$ cat config.mk
export PLATFORM = sky130hd
export DESIGN_NAME = axi4lite_reg_slave_flat
export DESIGN_NICKNAME = d
export VERILOG_FILES = /design/src/rtl/axi4lite_reg_slave_if.sv /design/src/rtl/axi4lite_reg_slave.sv /design/src/flat_wrapper.sv
export SDC_FILE = /design/constraint.sdc
export NUM_CORES = 1
export LEC_CHECK = 0
export ABC_AREA = 0
export CORE_MARGIN = 2
export CORE_UTILIZATION = 55
export CTS_CLUSTER_DIAMETER = 40
export DETAILED_ROUTE_END_ITERATION = 8
export GPL_TIMING_DRIVEN = 0
export PLACE_DENSITY_LB_ADDON = 0.15
export SLEW_MARGIN = 10
export SYNTH_ARGS = -nofsm -noshare
export SYNTH_HDL_FRONTEND = slang
export SYNTH_SLANG_ARGS = --single-unit
$ cat constraint.sdc
create_clock -name A_CLK -period 2.15 [get_ports A_CLK]
set_input_delay 0.3225 -clock A_CLK [delete_from_list [all_inputs] [get_ports A_CLK]]
set_output_delay 0.3225 -clock A_CLK [all_outputs]
set_load 0.01 [all_outputs]
$ cat src/rtl/axi4lite_reg_slave_if.sv
// AXI4-Lite channel bundle between an interconnect master and the register slave.
// Latency: none, this is wiring only.
// Backpressure: carries the VALID/READY pairs of all five channels unchanged.
interface axi4lite_reg_slave_if #(
    parameter int ADDR_W = 12,
    parameter int DATA_W = 32
);
    logic                  AW_VALID;
    logic                  AW_READY;
    logic [ADDR_W-1:0]     AW_ADDR;
    logic [2:0]            AW_PROT;
    logic                  W_VALID;
    logic                  W_READY;
    logic [DATA_W-1:0]     W_DATA;
    logic [DATA_W/8-1:0]   W_STRB;
    logic                  B_VALID;
    logic                  B_READY;
    logic [1:0]            B_RESP;
    logic                  AR_VALID;
    logic                  AR_READY;
    logic [ADDR_W-1:0]     AR_ADDR;
    logic [2:0]            AR_PROT;
    logic                  R_VALID;
    logic                  R_READY;
    logic [DATA_W-1:0]     R_DATA;
    logic [1:0]            R_RESP;

    modport slave (
        input  AW_VALID, AW_ADDR, AW_PROT, W_VALID, W_DATA, W_STRB, B_READY,
               AR_VALID, AR_ADDR, AR_PROT, R_READY,
        output AW_READY, W_READY, B_VALID, B_RESP, AR_READY, R_VALID, R_DATA, R_RESP
    );

    modport master (
        output AW_VALID, AW_ADDR, AW_PROT, W_VALID, W_DATA, W_STRB, B_READY,
               AR_VALID, AR_ADDR, AR_PROT, R_READY,
        input  AW_READY, W_READY, B_VALID, B_RESP, AR_READY, R_VALID, R_DATA, R_RESP
    );
endinterface

$ cat src/rtl/axi4lite_reg_slave.sv
// AXI4-Lite register bank with byte strobes, decoupled AW/W capture and SLVERR on out-of-range index.
// Latency: B one cycle after the later of AW/W handshakes; R one cycle after AR handshake.
// Backpressure: B/R held stable until READY; AW/W/AR stalled while a response is pending.
// Optional feature macro AXI4L_WR_PULSE_EN adds the per-register WR_PULSE output.
module axi4lite_reg_slave #(
    parameter int              ADDR_W    = 12,
    parameter int              DATA_W    = 32,
    parameter int              NUM_REGS  = 16,
    parameter logic [DATA_W-1:0] RESET_VAL = {DATA_W{1'b0}}
) (
    input  logic                   A_CLK,
    input  logic                   A_RST,
    axi4lite_reg_slave_if.slave    s_axi
`ifdef AXI4L_WR_PULSE_EN
    ,
    output logic [NUM_REGS-1:0]    WR_PULSE
`endif
);
    localparam int ALSB   = $clog2(DATA_W/8);
    localparam int NBYTES = DATA_W/8;
    localparam int AIDX_W = ADDR_W - ALSB;
    localparam int IDX_W  = (NUM_REGS > 1) ? $clog2(NUM_REGS) : 1;
    localparam logic [AIDX_W:0] LIMIT = NUM_REGS[AIDX_W:0];
    localparam logic [1:0] RESP_OKAY   = 2'b00;
    localparam logic [1:0] RESP_SLVERR = 2'b10;

    typedef enum logic {W_IDLE, W_RESP} wstate_t;
    typedef enum logic {R_IDLE, R_DATA} rstate_t;

    wstate_t             r_wstate;
    rstate_t             r_rstate;
    logic                r_live;
    logic [DATA_W-1:0]   r_regs [NUM_REGS];
    logic                r_aw_held;
    logic [AIDX_W-1:0]   r_aw_idx;
    logic                r_w_held;
    logic [DATA_W-1:0]   r_w_data;
    logic [NBYTES-1:0]   r_w_strb;
    logic                r_b_valid;
    logic [1:0]          r_b_resp;
    logic                r_r_valid;
    logic [DATA_W-1:0]   r_r_data;
    logic [1:0]          r_r_resp;
`ifdef AXI4L_WR_PULSE_EN
    logic [NUM_REGS-1:0] r_wr_pulse;
`endif

    logic                w_aw_rdy, w_w_rdy, w_ar_rdy;
    logic                w_aw_hs, w_w_hs, w_ar_hs;
    logic                w_commit, w_c_ok, w_ar_ok;
    logic [AIDX_W-1:0]   w_c_idx, w_ar_idx;
    logic [DATA_W-1:0]   w_c_data;
    logic [NBYTES-1:0]   w_c_strb;
    logic                w_unused;

    // Ready outputs derive only from state, so they never follow VALID or READY inputs combinationally.
    assign w_aw_rdy = r_live & ~r_aw_held & ~r_b_valid;
    assign w_w_rdy  = r_live & ~r_w_held & ~r_b_valid;
    assign w_ar_rdy = r_live & (r_rstate == R_IDLE);

    assign w_aw_hs  = s_axi.AW_VALID & w_aw_rdy;
    assign w_w_hs   = s_axi.W_VALID & w_w_rdy;
    assign w_ar_hs  = s_axi.AR_VALID & w_ar_rdy;

    // Commit sources come from the latch if that half arrived earlier, else straight off the bus.
    assign w_c_idx  = r_aw_held ? r_aw_idx : s_axi.AW_ADDR[ADDR_W-1:ALSB];
    assign w_c_data = r_w_held ? r_w_data : s_axi.W_DATA;
    assign w_c_strb = r_w_held ? r_w_strb : s_axi.W_STRB;
    assign w_commit = (r_wstate == W_IDLE) & (r_aw_held | w_aw_hs) & (r_w_held | w_w_hs);
    assign w_c_ok   = ({1'b0, w_c_idx} < LIMIT);

    assign w_ar_idx = s_axi.AR_ADDR[ADDR_W-1:ALSB];
    assign w_ar_ok  = ({1'b0, w_ar_idx} < LIMIT);

    assign w_unused = ^{s_axi.AW_PROT, s_axi.AR_PROT,
                        s_axi.AW_ADDR[ALSB-1:0], s_axi.AR_ADDR[ALSB-1:0]};

    // Write channel: latch AW and W independently, commit strobed bytes once both are present.
    always_ff @(posedge A_CLK) begin
        if (A_RST) begin
            r_wstate  <= W_IDLE;
            r_live    <= 1'b0;
            r_aw_held <= 1'b0;
            r_aw_idx  <= '0;
            r_w_held  <= 1'b0;
            r_w_data  <= '0;
            r_w_strb  <= '0;
            r_b_valid <= 1'b0;
            r_b_resp  <= RESP_OKAY;
            for (int i = 0; i < NUM_REGS; i++) r_regs[i] <= RESET_VAL;
`ifdef AXI4L_WR_PULSE_EN
            r_wr_pulse <= '0;
`endif
        end else begin
            r_live <= 1'b1;
`ifdef AXI4L_WR_PULSE_EN
            r_wr_pulse <= '0;
`endif
            case (r_wstate)
                W_IDLE: begin
                    if (w_aw_hs) begin
                        r_aw_held <= 1'b1;
                        r_aw_idx  <= s_axi.AW_ADDR[ADDR_W-1:ALSB];
                    end
                    if (w_w_hs) begin
                        r_w_held <= 1'b1;
                        r_w_data <= s_axi.W_DATA;
                        r_w_strb <= s_axi.W_STRB;
                    end
                    if (w_commit) begin
                        r_aw_held <= 1'b0;
                        r_w_held  <= 1'b0;
                        r_b_valid <= 1'b1;
                        r_b_resp  <= w_c_ok ? RESP_OKAY : RESP_SLVERR;
                        r_wstate  <= W_RESP;
                        if (w_c_ok) begin
                            for (int b = 0; b < NBYTES; b++) begin
                                if (w_c_strb[b])
                                    r_regs[w_c_idx[IDX_W-1:0]][b*8 +: 8] <= w_c_data[b*8 +: 8];
                            end
`ifdef AXI4L_WR_PULSE_EN
                            if (|w_c_strb) r_wr_pulse[w_c_idx[IDX_W-1:0]] <= 1'b1;
`endif
                        end
                    end
                end
                W_RESP: begin
                    if (s_axi.B_READY) begin
                        r_b_valid <= 1'b0;
                        r_wstate  <= W_IDLE;
                    end
                end
                default: r_wstate <= W_IDLE;
            endcase
        end
    end

    // Read channel: capture the addressed register on AR handshake, hold it until R handshake.
    always_ff @(posedge A_CLK) begin
        if (A_RST) begin
            r_rstate  <= R_IDLE;
            r_r_valid <= 1'b0;
            r_r_data  <= '0;
            r_r_resp  <= RESP_OKAY;
        end else begin
            case (r_rstate)
                R_IDLE: begin
                    if (w_ar_hs) begin
                        r_r_valid <= 1'b1;
                        r_r_data  <= w_ar_ok ? r_regs[w_ar_idx[IDX_W-1:0]] : '0;
                        r_r_resp  <= w_ar_ok ? RESP_OKAY : RESP_SLVERR;
                        r_rstate  <= R_DATA;
                    end
                end
                R_DATA: begin
                    if (s_axi.R_READY) begin
                        r_r_valid <= 1'b0;
                        r_rstate  <= R_IDLE;
                    end
                end
                default: r_rstate <= R_IDLE;
            endcase
        end
    end

    assign s_axi.AW_READY = w_aw_rdy;
    assign s_axi.W_READY  = w_w_rdy;
    assign s_axi.B_VALID  = r_b_valid;
    assign s_axi.B_RESP   = r_b_resp;
    assign s_axi.AR_READY = w_ar_rdy;
    assign s_axi.R_VALID  = r_r_valid;
    assign s_axi.R_DATA   = r_r_data;
    assign s_axi.R_RESP   = r_r_resp;
`ifdef AXI4L_WR_PULSE_EN
    assign WR_PULSE = r_wr_pulse;
`endif
endmodule

$ cat src/flat_wrapper.sv
// flat-port wrapper written by rule: the top's interface ports become plain ports
module axi4lite_reg_slave_flat 
#(
    parameter int              ADDR_W    = 12,
    parameter int              DATA_W    = 32,
    parameter int              NUM_REGS  = 16,
    parameter logic [DATA_W-1:0] RESET_VAL = {DATA_W{1'b0}}
)
  (A_CLK, A_RST, s_axi_AW_VALID, s_axi_AW_ADDR, s_axi_AW_PROT, s_axi_W_VALID, s_axi_W_DATA, s_axi_W_STRB, s_axi_B_READY, s_axi_AR_VALID, s_axi_AR_ADDR, s_axi_AR_PROT, s_axi_R_READY, s_axi_AW_READY, s_axi_W_READY, s_axi_B_VALID, s_axi_B_RESP, s_axi_AR_READY, s_axi_R_VALID, s_axi_R_DATA, s_axi_R_RESP);
  axi4lite_reg_slave_if #(.ADDR_W(ADDR_W), .DATA_W(DATA_W)) s_axi_i ();
  input  logic A_CLK;
  input  logic A_RST;
  input wire logic [$bits(s_axi_i.AW_VALID)-1:0] s_axi_AW_VALID;
  input wire logic [$bits(s_axi_i.AW_ADDR)-1:0] s_axi_AW_ADDR;
  input wire logic [$bits(s_axi_i.AW_PROT)-1:0] s_axi_AW_PROT;
  input wire logic [$bits(s_axi_i.W_VALID)-1:0] s_axi_W_VALID;
  input wire logic [$bits(s_axi_i.W_DATA)-1:0] s_axi_W_DATA;
  input wire logic [$bits(s_axi_i.W_STRB)-1:0] s_axi_W_STRB;
  input wire logic [$bits(s_axi_i.B_READY)-1:0] s_axi_B_READY;
  input wire logic [$bits(s_axi_i.AR_VALID)-1:0] s_axi_AR_VALID;
  input wire logic [$bits(s_axi_i.AR_ADDR)-1:0] s_axi_AR_ADDR;
  input wire logic [$bits(s_axi_i.AR_PROT)-1:0] s_axi_AR_PROT;
  input wire logic [$bits(s_axi_i.R_READY)-1:0] s_axi_R_READY;
  output wire logic [$bits(s_axi_i.AW_READY)-1:0] s_axi_AW_READY;
  output wire logic [$bits(s_axi_i.W_READY)-1:0] s_axi_W_READY;
  output wire logic [$bits(s_axi_i.B_VALID)-1:0] s_axi_B_VALID;
  output wire logic [$bits(s_axi_i.B_RESP)-1:0] s_axi_B_RESP;
  output wire logic [$bits(s_axi_i.AR_READY)-1:0] s_axi_AR_READY;
  output wire logic [$bits(s_axi_i.R_VALID)-1:0] s_axi_R_VALID;
  output wire logic [$bits(s_axi_i.R_DATA)-1:0] s_axi_R_DATA;
  output wire logic [$bits(s_axi_i.R_RESP)-1:0] s_axi_R_RESP;
  assign s_axi_i.AW_VALID = s_axi_AW_VALID;
  assign s_axi_i.AW_ADDR = s_axi_AW_ADDR;
  assign s_axi_i.AW_PROT = s_axi_AW_PROT;
  assign s_axi_i.W_VALID = s_axi_W_VALID;
  assign s_axi_i.W_DATA = s_axi_W_DATA;
  assign s_axi_i.W_STRB = s_axi_W_STRB;
  assign s_axi_i.B_READY = s_axi_B_READY;
  assign s_axi_i.AR_VALID = s_axi_AR_VALID;
  assign s_axi_i.AR_ADDR = s_axi_AR_ADDR;
  assign s_axi_i.AR_PROT = s_axi_AR_PROT;
  assign s_axi_i.R_READY = s_axi_R_READY;
  assign s_axi_AW_READY = s_axi_i.AW_READY;
  assign s_axi_W_READY = s_axi_i.W_READY;
  assign s_axi_B_VALID = s_axi_i.B_VALID;
  assign s_axi_B_RESP = s_axi_i.B_RESP;
  assign s_axi_AR_READY = s_axi_i.AR_READY;
  assign s_axi_R_VALID = s_axi_i.R_VALID;
  assign s_axi_R_DATA = s_axi_i.R_DATA;
  assign s_axi_R_RESP = s_axi_i.R_RESP;
  axi4lite_reg_slave #(.ADDR_W(ADDR_W), .DATA_W(DATA_W), .NUM_REGS(NUM_REGS), .RESET_VAL(RESET_VAL)) u_core (.A_CLK(A_CLK), .A_RST(A_RST), .s_axi(s_axi_i));
endmodule
==> metrics.csv <==
stage,metric,value,unit
status,status,"finished, violations left",
status,failed_checks,setup timing,
floorplanning,fp.coreArea,47800,um2
timing,grt_setup_unrepaired,yes,
power,vdd_ir_drop_max,0.651,mV
detailed_routing,vias,20200,
detailed_routing,highest_layer,met5,
setup_path,cp_num_buf_inv,4,
logic_synthesis,netlist.area_leader.share,0.575,
logic_synthesis,async_reset_ff_frac,0,
clock_tree,holdBufCountCts,0,
detailed_routing,routedWlPerCell,36.0,um
setup_path,cp_max_fo,10,
layout,final_layout_size_suffix_gt1_frac,0.517,
detailed_routing,firstDrtPassIters,6,
setup_path,critPathRequiredTime,2.62,ns
setup_path,cpMostUsedCell,clkbuf_1,
clock_tree,cts_root_buffer,clkbuf_16,
clock_tree,clk_pin_slew_worst_paths,0.06,ns
timing,fin_ws,-0.332,ns
detailed_routing,met3_length,14900,um
timing,clock_skew,0.0317,ns
setup_path,rr_startpoint,u_core.r_aw_held,
setup_path,slowest_delay,1.03,ns
clock_tree,clockBufferDepth,3,
clock_tree,ctsHtreeMaxLevel,3,
setup_path,crit_chain,clkbuf_1 > clkbuf_1 > clkbuf_1 > clkbuf_1 > a21oi_1,
detailed_routing,wl_met2,47000,um
layout,fillCellCount,2377,
global_routing,grt_max_degree,15,
power,intPower,21.8,mW
logic_synthesis,syn_area,26700,um2
logic_synthesis,avgSynthCellArea,14.1,um2
place,hpwl,54700,um
power,p_seq_frac,0.450,
logic_synthesis,ys_types,44,
layout,final_cells,2883,
layout,fin_nets,2279,
setup_path,worst-path-stages,5,
floorplanning,initial_core_util,0.559,
layout,area_growth,40.9,%
clock_tree,cts_buffers,76,
timing,tightest_slew,1.44,ns
timing,slew_violations,0,
clock_tree,cts_tree,built,
floorplanning,die_h,225,um
place,gp_congestion,0.926,
power,switching_share,0.254,
setup_path,critical_path.startpoint_type,input port,
detailed_routing,viasPerCell,6.99,
setup_path,crit_type,in2reg,
global_routing,track_usage,0.376,
power,switchingPower,7.42,mW
worst_hold_path,min_from,A_RST,
place,place_ws,-1.31,ns
global_routing,grt_pass1_vias,19500,
floorplanning,rows,80,
setup_path,critPathArrivalTime,2.96,ns
place,dp.cells,2613,
logic_synthesis,synth.area.top_cells,"edfxtp_1 (57%), mux4_2 (11%), nor2_1 (7.5%)",
setup_path,r2r_end,u_core.r_regs[8][26],
power,power_density,775,nW/um2
floorplanning,ios,114,
timing,fmax,0.403,GHz
setup_path,ff2ff_path_depth,5,
worst_hold_path,whs_path_depth,2,
setup_path,cp-end-kind,flop,
setup_path,critical_path.top_delay_family,buffers and inverters,
timing,maxSlewHeadroom,0.0421,
place,placed_area,28500,um2
power,combPwrFrac,0.098,
detailed_routing,drc,0,
worst_hold_path,hold_end,u_core.r_live,
detailed_routing,postRouteAntennaNets,0,
logic_synthesis,synth-main-ff-cell,edfxtp_1,
worst_hold_path,min_path_type,in2reg,
global_routing,grt_pass1_wl,133000,um
logic_synthesis,yosys.area.top_type,edfxtp_1,
logic_synthesis,synth-edff-count,512,
global_routing,antenna_found_initial,1,
logic_synthesis,yosys_register_bits,599,
clock_tree,clkSinkCount,599,
floorplanning,die-area,50400,um2
power,pwr-share-clk,0.453,
setup_path,timing.reg2reg.setup_slack,-0.31,ns
logic_synthesis,synth_warnings,0,
detailed_routing,wl_met1,34200,um
timing,setup_violations,1067,
layout,layout_commonest_cell,edfxtp_1,
detailed_routing,routed_wl,104000,um
detailed_routing,initialDrtViolationCount,3148,
layout,finish.instance_area,37700,um2
place,io_buffers,97,
layout,mostFrequentLayoutCells,"edfxtp_1 (512), nor2_4 (385), mux4_2 (128)",
timing,hold_viol,0,
timing,fin_crit_sh,1.15,
logic_synthesis,seq_area_frac_synth,0.640,
logic_synthesis,synthCells,1900,
setup_path,slowest_stage,clkbuf_1,
power,leakagePower,12.6,nW
global_routing,grt_overflow_total,0,
job,max_cap_violations,0,
timing,fin_crit,2.48,ns
floorplanning,fp.dieW,225,um
clock_tree,clkLatencyLatePin,0.63,ns
-- cell type report --
class	count	area, um2	share of cell area
Inverter	7	26.3	0.000697
Multi-Input combinational cell	1130	12300	0.326
Clock inverter	39	448	0.0119
Clock buffer	100	2100	0.0556
Antenna cell	1	2.50	0.0000664
Sequential cell	599	17100	0.454
Tap cell	615	769	0.0204
Timing Repair Buffer	230	3200	0.0849
Buffer	162	1750	0.0465
-- power by group through the flow --
stage               registers [mW]  logic (mW)  clock network, mW
finish                        13.1        2.85               13.2
global route                  13.1        2.90               13.6
CTS                           13.1        2.44               12.9
detailed placement            13.3        2.12                  0
global placement              13.3        2.09                  0
floorplan                     13.3        1.36                  0
-- Yosys cell counts (2+ instances only) --
| library cell | count |
|---|---|
| a211oi_1 | 3 |
| a21o_1 | 64 |
| a21oi_1 | 40 |
| a22oi_1 | 32 |
| and2_1 | 3 |
| and3b_1 | 2 |
| buf_1 | 11 |
| buf_2 | 22 |
| buf_4 | 5 |
| buf_6 | 54 |
| clkbuf_1 | 73 |
| dfxtp_1 | 87 |
| edfxtp_1 | 512 |
| inv_1 | 6 |
| mux2_2 | 64 |
| mux2i_1 | 46 |
| mux4_2 | 128 |
| nand2_1 | 109 |
| nand3_1 | 2 |
| nand3b_1 | 7 |
| nor2_1 | 534 |
| nor2_2 | 17 |
| nor3b_1 | 2 |
| nor4_2 | 2 |
| nor4bb_1 | 2 |
| o2111ai_4 | 16 |
| o211a_1 | 2 |
| o211a_4 | 3 |
| o21ai_0 | 33 |
| or3b_2 | 3 |
| or4_1 | 3 |
-- worst register-to-register path, cell delays in order (launching register included) --
cell and delay [ns]:
dfxtp_2 0.42, buf_2 0.31, nand3b_1 0.16, and2_1 0.33, nor2_1 0.48, a21o_2 0.41
-- registers in the layout, indices dropped and copies added (netlist names) --
name                  flops
u_core.r_live             1
u_core.r_w_held           1
u_core.r_aw_idx          10
u_core.s_axi.R_VALID      1
u_core.r_regs           512
u_core.r_rstate           1
u_core.r_w_data          32
u_core.r_aw_held          1
u_core.s_axi.R_DATA      32
u_core.s_axi.B_RESP       1
u_core.s_axi.R_RESP       1
u_core.s_axi.B_VALID      1
u_core.r_w_strb           4
u_core.r_wstate           1
-- worst max-delay path by stage --
stage	startpoint	slack, ns	to
CTS	u_core.r_aw_idx[5]	-0.20	u_core.r_regs[13][15]
floorplan	s_axi_AW_ADDR[7]	-0.10	u_core.r_regs[11][0]
global route	A_RST	-0.31	u_core.r_w_data[10]
global placement	s_axi_AR_ADDR[8]	-1.26	u_core.s_axi.R_DATA[28]
detailed placement	s_axi_AR_ADDR[8]	-1.31	u_core.s_axi.R_DATA[26]
finish	A_RST	-0.33	u_core.r_w_data[9]
-- stage by stage --
step / hold slack, ns / utilization / power, mW / setup TNS [ns]
finish: 0.225 / 0.788 / 29.2 / -150.07
global route: 0.232 / 0.788 / 29.6 / -180.38
CTS: 0.106 / 0.735 / 28.4 / -96.42
detailed placement: 0.446 / 0.596 / 15.5 / -902.77
global placement: 0.438 / 0.596 / 15.4 / -847.55
floorplan: 0.433 / - / 14.6 / -28.14
-- timing repair --
action / in CTS / in global routing
endpoints found under the setup margin: 1056 / 1054
gates resized for setup: 700 / 678
cloned: 39 / 9
pin swaps: 87 / 47
setup buffers: 62 / 35
-- per-layer routing --
| metal | track usage | vias to the layer above |
|---|---|---|
| met3 | 0.114 | 574 |
| met4 | 0.217 | 2 |
| li1 | - | 7663 |
| met2 | 0.583 | 1941 |
| met5 | 0 | - |
| met1 | 0.474 | 9982 |
-- kinds of logic (layout without fill, tap and decap cells) --
group | Yosys count | in the layout | synth area share
AO/OA/AOI/OAI | 200 | 200 | 0.0640
buffers and inverters | 172 | 538 | 0.0410
flip-flops | 599 | 599 | 0.640
multiplexers | 238 | 238 | 0.152
other | 1 | 3 | 0.000140
AND/OR/NAND/NOR | 690 | 690 | 0.103
No activity file was read; power rests on OpenSTA's default activity.
==> patch: new RTL, same settings <==
`DATA_W` is set to 32 in 3 places; all go to 16.
--- a/src/rtl/axi4lite_reg_slave_if.sv
+++ b/src/rtl/axi4lite_reg_slave_if.sv
@@ -4,5 +4,5 @@
 interface axi4lite_reg_slave_if #(
     parameter int ADDR_W = 12,
-    parameter int DATA_W = 32
+    parameter int DATA_W = 16
 );
     logic                  AW_VALID;
--- a/src/rtl/axi4lite_reg_slave.sv
+++ b/src/rtl/axi4lite_reg_slave.sv
@@ -5,5 +5,5 @@
 module axi4lite_reg_slave #(
     parameter int              ADDR_W    = 12,
-    parameter int              DATA_W    = 32,
+    parameter int              DATA_W    = 16,
     parameter int              NUM_REGS  = 16,
     parameter logic [DATA_W-1:0] RESET_VAL = {DATA_W{1'b0}}
--- a/src/flat_wrapper.sv
+++ b/src/flat_wrapper.sv
@@ -3,5 +3,5 @@
 #(
     parameter int              ADDR_W    = 12,
-    parameter int              DATA_W    = 32,
+    parameter int              DATA_W    = 16,
     parameter int              NUM_REGS  = 16,
     parameter logic [DATA_W-1:0] RESET_VAL = {DATA_W{1'b0}}
Interface: changed (resized s_axi_R_DATA, s_axi_W_DATA and s_axi_W_STRB); port bits go from 114 to 80. The function was not compared with the original's and may differ.
==> patch against the unedited design <==
- worst hold slack improved by 0.046 ns
- sequential share of layout area rose by 0.89 points
- sequential cell count down 289
- worst setup slack gained 0.21 ns
- synthesized cell count is 41% lower
- the flow still finishes with violations (negative setup slack)
- highest routed layer is now met4
- fmax increased by 9.4%
- total power down 46%
- sequential power is 48% lower
- synthesized area is 47% lower
- wire length fell by 57%
- clock skew fell by 0.0085 ns
- design area is 50% lower
- clock power down 46%
- final cell count fell by 42%
==> patch: results (changes against the unedited design) <==
status=finished with violations (unchanged); failing checks=negative setup slack (unchanged); Max-slew headroom=0.484 (was 0.0421); CTS buffer count=41 (was 76); gr usage total=0.324 (was 0.376); comb pwr=1.86 mW (was 2.85 mW); DP HPWL=28,000 µm (was 54,700 µm); placed cells=1,515 (was 2,613); Commonest cells post-synth=edfxtp_1 (256), nor3_1 (237), mux2i_1 (95) (was nor2_1 (534), edfxtp_1 (512), mux4_2 (128)); number of flip-flops in the largest register=256 (was 512); I/O Buffers=69 (was 97); Worst Hold End=u_core.r_aw_idx[0] (was u_core.r_live); vias in the first global route=10,800 (was 19,500); final RePlAce weighted congestion=0.913 (was 0.926); Worst Hold Launch=s_axi_AW_ADDR[1] (was A_RST); top layer reached by signal wires=met4 (was met5); Switching Fraction=0.249 (was 0.254); met1 Track Usage GR=0.430 (was 0.474); final setup violation count=86 (was 1,067); Max Fanout on Critical Path=7 (was 10); clk_skew=0.0232 ns (was 0.0317 ns); fin nets=1,356 (was 2,279); maximum VDD drop=0.726 mV (was 0.651 mV); EDFF count, synth=256 (was 512); Synth area leaders=edfxtp_1 (54%), nor3_1 (8.3%), dfxtp_1 (7.6%), mux2i_1 (6.7%), mux4_2 (5.1%) (was edfxtp_1 (57%), mux4_2 (11%), nor2_1 (7.5%), dfxtp_1 (6.5%), mux2_2 (2.7%)); Seq power=6.78 mW (was 13.1 mW); largest net degree at the start of global routing=14 (was 15); DRT met1 WL=16,500 µm (was 34,200 µm); Vias/cell=6.54 (was 6.99); initial antenna violation count=2 (was 1); H-tree depth=2 (was 3); hold_ws=0.271 ns (was 0.225 ns); WL met3=4820 µm (was 14,900 µm); Slowest Stage Delay on Critical Path=0.41 ns (was 1.03 ns); Setup WS post-layout=-0.118 ns (was -0.332 ns); Syn Area/Cell=12.8 µm² (was 14.1 µm²); Placed Area=15,500 µm² (was 28,500 µm²); worst setup path startpoint=u_core.r_w_held (was A_RST); Seq/Total Area, Yosys=0.616 (was 0.640); post-synthesis compound-gate area fraction=0.0774 (was 0.0640); slowest cell on the critical path=nor2_2 (was clkbuf_1); DR iter-0 viols=1,202 (was 3,148); Leakage=6.47 nW (was 12.6 nW); grt met2 use=0.543 (was 0.583); met3 Use GR=0.0660 (was 0.114); Inserted Diodes=0 (was 1); hold-critical path depth=3 (was 2); drt wl/cell=26.7 µm (was 36.0 µm); Worst-Skew Late Latency=0.53 ns (was 0.63 ns); Crit path arrival time=2.51 ns (was 2.96 ns); Post-CTS Resized=160 (was 700); DRT Wirelength=44,400 µm (was 104,000 µm)
patch: cell types whose count changed after synthesis, moves of 51 or more:
cell      unedited run  this run
mux4_2             128        32
nand2_1            109        58
mux2_2              64         0
nor3_1               1       237
a21o_1              64         0
edfxtp_1           512       256
nor2_1             534        39
patch: final cells by class:
cell class / instances / area share
timing repair buffer: 145 / 0.0878
multi-input combinational: 682 / 0.307
clock inverter: 25 / 0.0168
clock buffer: 51 / 0.0594
inverter: 7 / 0.00139
sequential: 310 / 0.463
tap: 330 / 0.0218
buffer: 114 / 0.0428
patch: metrics by stage:
| stage | setup slack (ns) | total power, mW | util |
|---|---|---|---|
| 5_1_grt | -0.150 | 16.1 | 0.749 |
| 3_5_place_dp | -1.20 | 8.30 | 0.612 |
| 6_report | -0.118 | 15.8 | 0.749 |
| 2_1_floorplan | -0.0321 | 7.73 | - |
| 3_3_place_gp | -1.20 | 8.27 | 0.612 |
| 4_1_cts | -0.0550 | 15.6 | 0.726 |
